==> src/rtl/mtr_pwm_drv_if.sv <==
// mtr_pwm_drv_if
//   Bundles the speed inputs, over-current/fault-clear controls and the gate/status
//   outputs of mtr_pwm_drv. clk and rst are plain ports on the module, not part of
//   this bundle.
// Signals
//   lft_spd   [11:0] signed left speed (two's complement)
//   rght_spd  [11:0] signed right speed
//   OVR_I            bridge over-current comparator, synchronised, active high
//   clr_fault        one-clock fault clear request
//   PWM1_lft/PWM2_lft, PWM1_rght/PWM2_rght   high-/low-side gates per motor
//   fault            latched over-current shutdown
//   prd_strt         one-clock pulse on the first clock of each PWM period
// Modports
//   master : speed/control source (drives inputs, observes gates)
//   slave  : the driver itself
`timescale 1ns/1ps
interface mtr_pwm_drv_if;
   logic [11:0] lft_spd;
   logic [11:0] rght_spd;
   logic        OVR_I;
   logic        clr_fault;
   logic        PWM1_lft;
   logic        PWM2_lft;
   logic        PWM1_rght;
   logic        PWM2_rght;
   logic        fault;
   logic        prd_strt;

   modport master (
      output lft_spd, rght_spd, OVR_I, clr_fault,
      input  PWM1_lft, PWM2_lft, PWM1_rght, PWM2_rght, fault, prd_strt
   );

   modport slave (
      input  lft_spd, rght_spd, OVR_I, clr_fault,
      output PWM1_lft, PWM2_lft, PWM1_rght, PWM2_rght, fault, prd_strt
   );
endinterface

==> src/rtl/mtr_pwm_drv.sv <==
// mtr_pwm_drv
//   Converts saturated signed left/right speeds into complementary high-/low-side
//   gate PWM per motor with fixed dead time, and shuts the bridge down after
//   OVR_LIMIT consecutive PWM periods with a blanked over-current indication.
//   Period is 2048 clocks (11-bit free-running counter).
// Ports
//   clk  in   system clock
//   rst  in   asynchronous active-high reset
//   bus  mtr_pwm_drv_if.slave : speeds, OVR_I, clr_fault in; gates, fault, prd_strt out
// Configuration
//   DUTY_SLEW_EN (define) : duty register steps toward its target by at most
//   SLEW_STEP per period instead of loading the target directly.
`timescale 1ns/1ps
module mtr_pwm_drv #(
   parameter logic [10:0] DEAD_TIME = 11'd32,
   parameter logic [10:0] BLANK     = 11'd128,
   parameter logic [2:0]  OVR_LIMIT = 3'd4,
   parameter logic [10:0] SLEW_STEP = 11'd16
) (
   input logic          clk,
   input logic          rst,
   mtr_pwm_drv_if.slave bus
);

   typedef enum logic {RUN, TRIP} state_t;

   state_t      state, state_nxt;
   logic [10:0] cnt;
   logic [10:0] duty_lft, duty_rght;
   logic [10:0] tgt_lft, tgt_rght;
   logic [10:0] duty_lft_nxt, duty_rght_nxt;
   logic [2:0]  ovr_cnt;
   logic        ovr_seen;
   logic        clr_pend;
   logic        clr_req;
   logic        prd_end;
   logic        ovr_win;
   logic        fault_int;
   logic        pwm1_lft, pwm2_lft, pwm1_rght, pwm2_rght;
   logic        prd_strt_r;
   logic        spd_lsb_unused;

   // Speed LSBs are dropped by the offset-binary conversion.
   assign spd_lsb_unused = bus.lft_spd[0] ^ bus.rght_spd[0];

   // Signed speed -> offset binary duty: 0 speed sits at 50%.
   assign tgt_lft  = {~bus.lft_spd[11],  bus.lft_spd[10:1]};
   assign tgt_rght = {~bus.rght_spd[11], bus.rght_spd[10:1]};

   assign prd_end = (cnt == '1);

   // Current-sense window opens after dead time plus blanking and stays open while
   // either high side is on.
   assign ovr_win = ({1'b0, cnt} >= ({1'b0, DEAD_TIME} + {1'b0, BLANK})) &&
                    ((cnt < duty_lft) || (cnt < duty_rght));

   // A clear arriving on the boundary clock itself is honoured at that boundary.
   assign clr_req = clr_pend | bus.clr_fault;

`ifdef DUTY_SLEW_EN
   function automatic logic [10:0] slew(input logic [10:0] cur, input logic [10:0] tgt);
      // cur +/- SLEW_STEP is only taken when the target lies further away, so the
      // result stays inside 0..2047 without extra saturation logic.
      if (tgt > cur)
         return ((tgt - cur) > SLEW_STEP) ? cur + SLEW_STEP : tgt;
      else
         return ((cur - tgt) > SLEW_STEP) ? cur - SLEW_STEP : tgt;
   endfunction

   always_comb begin
      duty_lft_nxt  = slew(duty_lft,  tgt_lft);
      duty_rght_nxt = slew(duty_rght, tgt_rght);
   end
`else
   always_comb begin
      duty_lft_nxt  = tgt_lft;
      duty_rght_nxt = tgt_rght;
   end
`endif

   // Fault FSM: state register
   always_ff @(posedge clk or posedge rst) begin
      if (rst)
         state <= RUN;
      else
         state <= state_nxt;
   end

   // Fault FSM: next state
   always_comb begin
      state_nxt = state;
      case (state)
         RUN:     if (ovr_cnt >= OVR_LIMIT) state_nxt = TRIP;
         TRIP:    if (prd_end && clr_req)   state_nxt = RUN;
         default: state_nxt = RUN;
      endcase
   end

   // Fault FSM: outputs
   always_comb begin
      fault_int = (state == TRIP);
   end

   // Counter, duty registers, over-current bookkeeping and registered gates
   always_ff @(posedge clk or posedge rst) begin
      if (rst) begin
         cnt        <= '0;
         duty_lft   <= 11'h400;
         duty_rght  <= 11'h400;
         ovr_cnt    <= '0;
         ovr_seen   <= 1'b0;
         clr_pend   <= 1'b0;
         pwm1_lft   <= 1'b0;
         pwm2_lft   <= 1'b0;
         pwm1_rght  <= 1'b0;
         pwm2_rght  <= 1'b0;
         prd_strt_r <= 1'b0;
      end else begin
         cnt <= cnt + 11'd1;

         if (prd_end) begin
            duty_lft  <= duty_lft_nxt;
            duty_rght <= duty_rght_nxt;
         end

         if (prd_end) begin
            ovr_seen <= 1'b0;
            if (state == TRIP && clr_req)
               ovr_cnt <= '0;
            else if (ovr_seen)
               ovr_cnt <= (ovr_cnt >= OVR_LIMIT) ? ovr_cnt : ovr_cnt + 3'd1;
            else
               ovr_cnt <= '0;
         end else if (ovr_win && bus.OVR_I) begin
            ovr_seen <= 1'b1;
         end

         // Only requests seen while tripped are kept; a clear coinciding with the
         // trip clock is therefore discarded.
         if (state != TRIP || prd_end)
            clr_pend <= 1'b0;
         else if (bus.clr_fault)
            clr_pend <= 1'b1;

         pwm1_lft  <= !fault_int && (cnt >= DEAD_TIME) && (cnt < duty_lft);
         pwm1_rght <= !fault_int && (cnt >= DEAD_TIME) && (cnt < duty_rght);
         pwm2_lft  <= !fault_int &&
                      ({1'b0, cnt} >= ({1'b0, duty_lft} + {1'b0, DEAD_TIME}));
         pwm2_rght <= !fault_int &&
                      ({1'b0, cnt} >= ({1'b0, duty_rght} + {1'b0, DEAD_TIME}));

         prd_strt_r <= (cnt == '0);
      end
   end

   assign bus.PWM1_lft  = pwm1_lft;
   assign bus.PWM2_lft  = pwm2_lft;
   assign bus.PWM1_rght = pwm1_rght;
   assign bus.PWM2_rght = pwm2_rght;
   assign bus.fault     = fault_int;
   assign bus.prd_strt  = prd_strt_r;

endmodule
==> src/flat_wrapper.sv <==
// flat-port wrapper written by rule: the top's interface ports become plain ports
module mtr_pwm_drv_flat 
#(
   parameter logic [10:0] DEAD_TIME = 11'd32,
   parameter logic [10:0] BLANK     = 11'd128,
   parameter logic [2:0]  OVR_LIMIT = 3'd4,
   parameter logic [10:0] SLEW_STEP = 11'd16
)
  (clk, rst, bus_lft_spd, bus_rght_spd, bus_OVR_I, bus_clr_fault, bus_PWM1_lft, bus_PWM2_lft, bus_PWM1_rght, bus_PWM2_rght, bus_fault, bus_prd_strt);
  mtr_pwm_drv_if bus_i ();
  input logic clk;
  input logic rst;
  input wire logic [$bits(bus_i.lft_spd)-1:0] bus_lft_spd;
  input wire logic [$bits(bus_i.rght_spd)-1:0] bus_rght_spd;
  input wire logic [$bits(bus_i.OVR_I)-1:0] bus_OVR_I;
  input wire logic [$bits(bus_i.clr_fault)-1:0] bus_clr_fault;
  output wire logic [$bits(bus_i.PWM1_lft)-1:0] bus_PWM1_lft;
  output wire logic [$bits(bus_i.PWM2_lft)-1:0] bus_PWM2_lft;
  output wire logic [$bits(bus_i.PWM1_rght)-1:0] bus_PWM1_rght;
  output wire logic [$bits(bus_i.PWM2_rght)-1:0] bus_PWM2_rght;
  output wire logic [$bits(bus_i.fault)-1:0] bus_fault;
  output wire logic [$bits(bus_i.prd_strt)-1:0] bus_prd_strt;
  assign bus_i.lft_spd = bus_lft_spd;
  assign bus_i.rght_spd = bus_rght_spd;
  assign bus_i.OVR_I = bus_OVR_I;
  assign bus_i.clr_fault = bus_clr_fault;
  assign bus_PWM1_lft = bus_i.PWM1_lft;
  assign bus_PWM2_lft = bus_i.PWM2_lft;
  assign bus_PWM1_rght = bus_i.PWM1_rght;
  assign bus_PWM2_rght = bus_i.PWM2_rght;
  assign bus_fault = bus_i.fault;
  assign bus_prd_strt = bus_i.prd_strt;
  mtr_pwm_drv #(.DEAD_TIME(DEAD_TIME), .BLANK(BLANK), .OVR_LIMIT(OVR_LIMIT), .SLEW_STEP(SLEW_STEP)) u_core (.clk(clk), .rst(rst), .bus(bus_i));
endmodule
==> config.mk <==
export PLATFORM = sky130hd
export DESIGN_NAME = mtr_pwm_drv_flat
export DESIGN_NICKNAME = d
export VERILOG_FILES = /design/src/rtl/mtr_pwm_drv_if.sv /design/src/rtl/mtr_pwm_drv.sv /design/src/flat_wrapper.sv
export SDC_FILE = /design/constraint.sdc
export NUM_CORES = 1
export LEC_CHECK = 0
export ABC_CLOCK_PERIOD_IN_PS = 2400
export CORE_MARGIN = 2
export CORE_UTILIZATION = 45
export CTS_CLUSTER_SIZE = 30
export DETAILED_ROUTE_END_ITERATION = 8
export GPL_ROUTABILITY_DRIVEN = 0
export GPL_TIMING_DRIVEN = 0
export PLACE_DENSITY = 0.67
export SYNTH_ARGS = -nofsm -noshare
export SYNTH_HDL_FRONTEND = slang
export SYNTH_SLANG_ARGS = --single-unit
==> constraint.sdc <==
create_clock -name clk -period 2.4 [get_ports clk]
set_clock_uncertainty 0.15 [all_clocks]
set_input_delay 0.72 -clock clk [delete_from_list [all_inputs] [get_ports clk]]
set_output_delay 0.72 -clock clk [all_outputs]
set_load 0.02 [all_outputs]
-- Word level (Yosys, flattened, before mapping)
Index checks and enable logic that the tools add are counted.
- output and inout port bits: 6
- bits in registers: 44
- input port bits: 28
- equality and inequality tests: 2
- reduce and logical (&&, ||, !) cells: 16
- add/sub/neg operators: 4
- bitwise gates (word level): 4
- $lt $le $gt $ge: 7
- mux-type cells: 10
- operators with widths (cell ; count):
    11-bit by 6-bit adder with 12-bit output, second input constant ; 2
    11-bit by 12-bit greater-or-equal comparator with 1-bit output ; 2
    11-bit less-than comparator ; 2
    11-bit by 1-bit adder with 11-bit output, second input constant ; 1
    11-bit == test, second input constant ; 1
    11-bit by 6-bit greater-or-equal comparator with 1-bit output, second input constant ; 1
    11-bit by 8-bit greater-or-equal comparator with 1-bit output, second input constant ; 1
    11-bit zero test ; 1
    1-bit logical AND ; 9
    3-bit 2-to-1 mux ; 3
    1-bit 2-to-1 mux ; 6
    2-bit nonzero test ; 2
    3-bit by 1-bit adder with 3-bit output, second input constant ; 1
    3-bit greater-or-equal comparator, second input constant ; 1
    3-bit != test, second input constant ; 1
    1-bit NOT ; 3
    1-bit logical OR ; 2
    1-bit case mux with 2 select lines ; 1
    2-bit AND reduction ; 1
    1-bit zero test ; 1
    1-bit bitwise OR ; 1

-- Longest topological paths before layout
Gate-level depths: netlist (run 1).
- depth after elaboration: 6
- depth in mapped cells: 8

-- Least setup slack after synthesis (run 1)
No wires, ideal clock.
- path type: reg2reg
- from: register u_core.duty_lft[5]
- to: register u_core.pwm2_lft, in the netlist u_core.bus.PWM2_lft
- buffers on the path: 0
- period minus slack after synthesis: 2115 ps
- stages on the path, launching flop included: 9
- data required time: 2114 ps
- setup time: 136 ps
- data arrival time: 1829 ps
- slack: 285 ps
- cells stage by stage: dfrtp_1 -> ha_1 -> nand3_1 -> xnor2_1 -> ha_1 -> a21o_1 -> a21o_1 -> a2111oi_1 -> nor4_1
- cells in the longest elaborated chain, start to end: 3
- ends and longest elaborated chain (item ; RTL line ; text):
    from (decl) ; mtr_pwm_drv.sv:29 ; logic [10:0] duty_lft, duty_rght;
    from (signal assigned) ; mtr_pwm_drv.sv:122 ; duty_lft <= duty_lft_nxt;
    11-bit by 6-bit adder with 12-bit output ; mtr_pwm_drv.sv:148 ; ({1'b0, cnt} >= ({1'b0, duty_lft} + {1'b0, DEAD_TIME}));
    11-bit by 12-bit greater-or-equal comparator with 1-bit output ; mtr_pwm_drv.sv:148 ;
    1-bit logical AND ; mtr_pwm_drv.sv:147 ; pwm2_lft <= !fault_int &&
    to (signal assigned) ; mtr_pwm_drv.sv:147 ;
    to (decl) ; mtr_pwm_drv.sv:39 ; logic pwm1_lft, pwm2_lft, pwm1_rght, pwm2_rght;
Every way passes these cells.
A chain may end at the register's enable or synchronous reset.

-- Worst setup path after layout (run 1)
- from: register u_core.state, in the netlist u_core.bus.fault
- to: output port bus_fault
- RTL lines (item ; RTL line ; text):
    from (decl) ; mtr_pwm_drv.sv:27 ; state_t state, state_nxt;
    from (signal assigned) ; mtr_pwm_drv.sv:86 ; state <= state_nxt;
    to (decl) ; flat_wrapper.sv:21 ; output wire logic [$bits(bus_i.fault)-1:0] bus_fault;
No word-level cell between the ends.

==> results.py, run 1 <==
metrics = {
    "yosys": {
        "synth_area_per_cell_sq_um": 9.471,
        "ys_types": 38,
        "synth_fp_nets": 356,
        "synthCells": 288,
        "netlist_area_sq_um": 2728,
        "yosysSeqAreaShare_pct": 40.46,
        "yosys_warnings": 0,
        "ys_ff_latch": 44,
    },
    "finish": {
        "layout_commonest_cell": "dfrtp_1",
        "diodes": 0,
        "multi_input_area_sq_um": 1514,
        "nNetsFinal": 396,
        "seq_area_sq_um": 1105,
        "fin_cells": 404,
        "drive_above_1_share_pct": 8.207,
        "layout_common_cells": "41 x dfrtp_1, 39 x ha_1, 36 x nand2_1, 31 x clkdlybuf4s50_1, 26 x inv_1",
        "areaGrowthSynthToFinish_pct": 21.33,
        "nFillCells": 574,
        "final_area_sq_um": 3309,
    },
    "timing": {
        "worst_slack_ps": 103.3,
        "worst_slew_pin_slew_ps": 440.1,
        "whs_ps": 344.4,
        "final-hold-violation-count": 0,
        "clock.fmax_ghz": 0.4354,
        "slew_headroom_pct": 70.35,
        "finalSetupViolCount": 0,
        "finalCritPeriodShare_pct": 95.70,
        "finalCriticalPeriod_ps": 2297,
        "slew_viol_final": 0,
        "rsz0062_at_grt": "false",
    },
    "status": {
        "status": "complete, no violations",
    },
    "grt": {
        "grt_overflow": 0,
        "grt_max_degree": 32,
        "grt_pass1_wl_mm": 9.867,
        "antenna_found_initial": 0,
        "grt_pass1_vias": 2093,
        "grtUsageTotal_pct": 19.39,
    },
    "die": {
        "die_x_um": 81.86,
        "rows": 28,
        "fp.dieH_um": 81.86,
        "core_sq_um": 5886,
        "fp.dieArea_sq_um": 6700,
        "initial_utilization_pct": 46.34,
        "io_pins": 34,
    },
    "routing": {
        "wl_met2_mm": 2.704,
        "wl_per_cell_um": 14.20,
        "drt_iter0_drc": 85,
        "viasPerCell": 5.220,
        "drc": 0,
        "highest_layer": "met4",
        "drt-pass1-iter-count": 4,
        "detail-route-antenna-nets": 0,
        "vias": 2109,
        "wl_mm": 5.735,
        "dr_wl_met3_um": 188,
        "met1Wirelength_mm": 2.785,
    },
    "placed_design": {
        "pre_cts_slack_ps": 63.74,
        "io_buffer_count": 31,
        "dpl_cell_area_sq_um": 3152,
        "post-dp-hpwl_mm": 4.274,
        "numPlacedInstances": 395,
    },
    "clocking": {
        "clk_pin_slew_ps": 80,
        "htree_levels": 2,
        "clock-root-buffer": "clkbuf_8",
        "clkLatencyLatePin_ps": 310,
        "clock_sinks": 44,
        "cts_made_buffers": 5,
        "cts_hold_buffers": 0,
        "tritoncts": "built",
        "cts_max_path_buffers": 2,
    },
    "critical_path": {
        "start_kind": "flop",
        "crit_type": "reg -> out",
        "crit_arrival_ps": 1430,
        "cp.buffers_inverters": 1,
        "crit_fanout": 6,
        "cp_top_family": "buffers and inverters",
        "cp_slowest_cell": "clkdlybuf4s50_1",
        "cp-end-kind": "primary output",
        "crit_chain": "clkdlybuf4s50_1",
        "cp.required_ps": 1530,
        "max_stage_delay_ps": 650,
    },
    "run": {
        "maxCapViolCount": 0,
    },
    "power": {
        "leakage_uw": 0.001617,
        "p_per_area_nw_per_um2": 416.3,
        "irDropWorstVdd_uv": 286.2,
    },
    "hold_path": {
        "hp-class": "reg -> reg",
    },
}
## logic make-up (layout without fill, tap and decap cells)
family | after synthesis | after routing | share of synthesized area, %
muxes | 1 | 1 | 0.4128
DFF | 44 | 44 | 40.46
and+or+nand+nor | 95 | 95 | 16.56
buffers and inverters | 33 | 74 | 5.413
xor gates and xnor gates | 17 | 17 | 5.459
adders and majority gates | 40 | 40 | 18.35
AOI/OAI and AO/OA | 58 | 58 | 13.35
## path summary, 6_finish.rpt
kind,startpoint,endpoint,slack [ps],cells after the start
max,u_core.bus.fault,bus_fault,100,1
min,u_core.duty_lft[0],u_core.duty_lft[0],340,2
max reg2reg,u_core.duty_lft[5],u_core.bus.PWM2_lft,170,8
min reg2reg,u_core.duty_lft[0],u_core.duty_lft[0],340,2
max in group asynchronous,rst,u_core.duty_lft[10],1020,3
min in group asynchronous,rst,u_core.duty_rght[8],540,2
## synth_stat cells
cell	instances	share of area (%)
nand2_2	1	0.23
nor2_1	18	2.5
and3_1	2	0.46
nand4_2	1	0.46
buf_2	1	0.18
mux2_2	1	0.41
a211o_1	2	0.64
xnor2_1	13	4.2
a22o_1	1	0.32
nand2b_1	4	0.92
dfrtp_1	42	39
o22a_1	1	0.32
ha_1	40	18
nand4b_1	2	0.64
xor2_1	4	1.3
buf_4	4	1.1
a2111oi_1	2	0.73
dfstp_2	2	1.9
buf_6	1	0.41
a31oi_1	2	0.46
a21oi_1	10	1.8
nand2_1	36	5.0
nor4_1	3	0.69
o21ai_0	22	4.0
a211oi_1	4	1.1
nand3_1	11	2.0
o31ai_1	2	0.55
o21a_1	4	1.1
nor2_2	1	0.23
o2bb2ai_1	1	0.32
nand4_1	5	1.1
inv_1	27	3.7
nor3_1	6	1.1
a21o_1	6	1.7
and2_1	1	0.23
nor2b_1	2	0.46
nand3b_1	2	0.55
a22oi_1	1	0.28
## timing repair
| action | in CTS | in global routing |
|---|---|---|
| gates resized for setup | 0 | 6 |
| hold endpoints to repair | 0 | 0 |
| setup endpoints to repair | 0 | 2 |
| buffers inserted | 0 | 1 |
## power by group
group,internal [uW],switching [uW]
Clock,308,270
Combinational,38.9,20.5
Sequential,741,0.0000000000000350
Total,1090,290
## per-layer routing
metal | up-vias | track usage (%)
li1 | 1076 | -
met3 | 7 | 4.835
met5 | - | 0
met1 | 999 | 26.12
met2 | 27 | 31.22
met4 | 0 | 4.833
## cell type report
| cell class | count | share of cell area, % |
|---|---|---|
| clock inverters | 3 | 1.285 |
| multi-input cells | 211 | 45.75 |
| inverters | 27 | 3.062 |
| well taps | 75 | 2.836 |
| repair buffers | 33 | 10.21 |
| flip-flops and latches | 44 | 33.38 |
| plain buffers | 6 | 1.399 |
| clock buffers | 5 | 2.079 |
## through the flow
step | power (uW) | util, % | TNS [ps]
floorplan | 766.7 | - | 0
global placement | 811.3 | 53.21 | -18980
detailed placement | 816.5 | 53.55 | 0
CTS | 1394 | 55.44 | 0
global route | 1442 | 56.23 | 0
finish | 1378 | 56.23 | 0
## registers in the layout, summed over array words and instances, names as in the netlist
signal and cells:
u_core.cnt 11, u_core.bus.PWM2_rght 1, u_core.duty_lft 11, u_core.bus.PWM1_rght 1, u_core.clr_pend 1, u_core.bus.prd_strt 1, u_core.ovr_seen 1, u_core.bus.PWM2_lft 1
u_core.ovr_cnt 3, u_core.bus.PWM1_lft 1, u_core.bus.fault 1, u_core.duty_rght 11
Note: power is estimated with default switching activity, not from simulation.
==> run 2: changes to the inputs <==
Settings changed: GPL_ROUTABILITY_DRIVEN 0 to default.
==> results of run 2 <==
The final DEF is identical to that of run 1; final timing and power are the same.
==> run 3: changes to the inputs <==
Settings changed: CAP_MARGIN from default to 25.
==> results of run 3 <==
The final DEF is identical to that of run 1; final timing and power are the same.
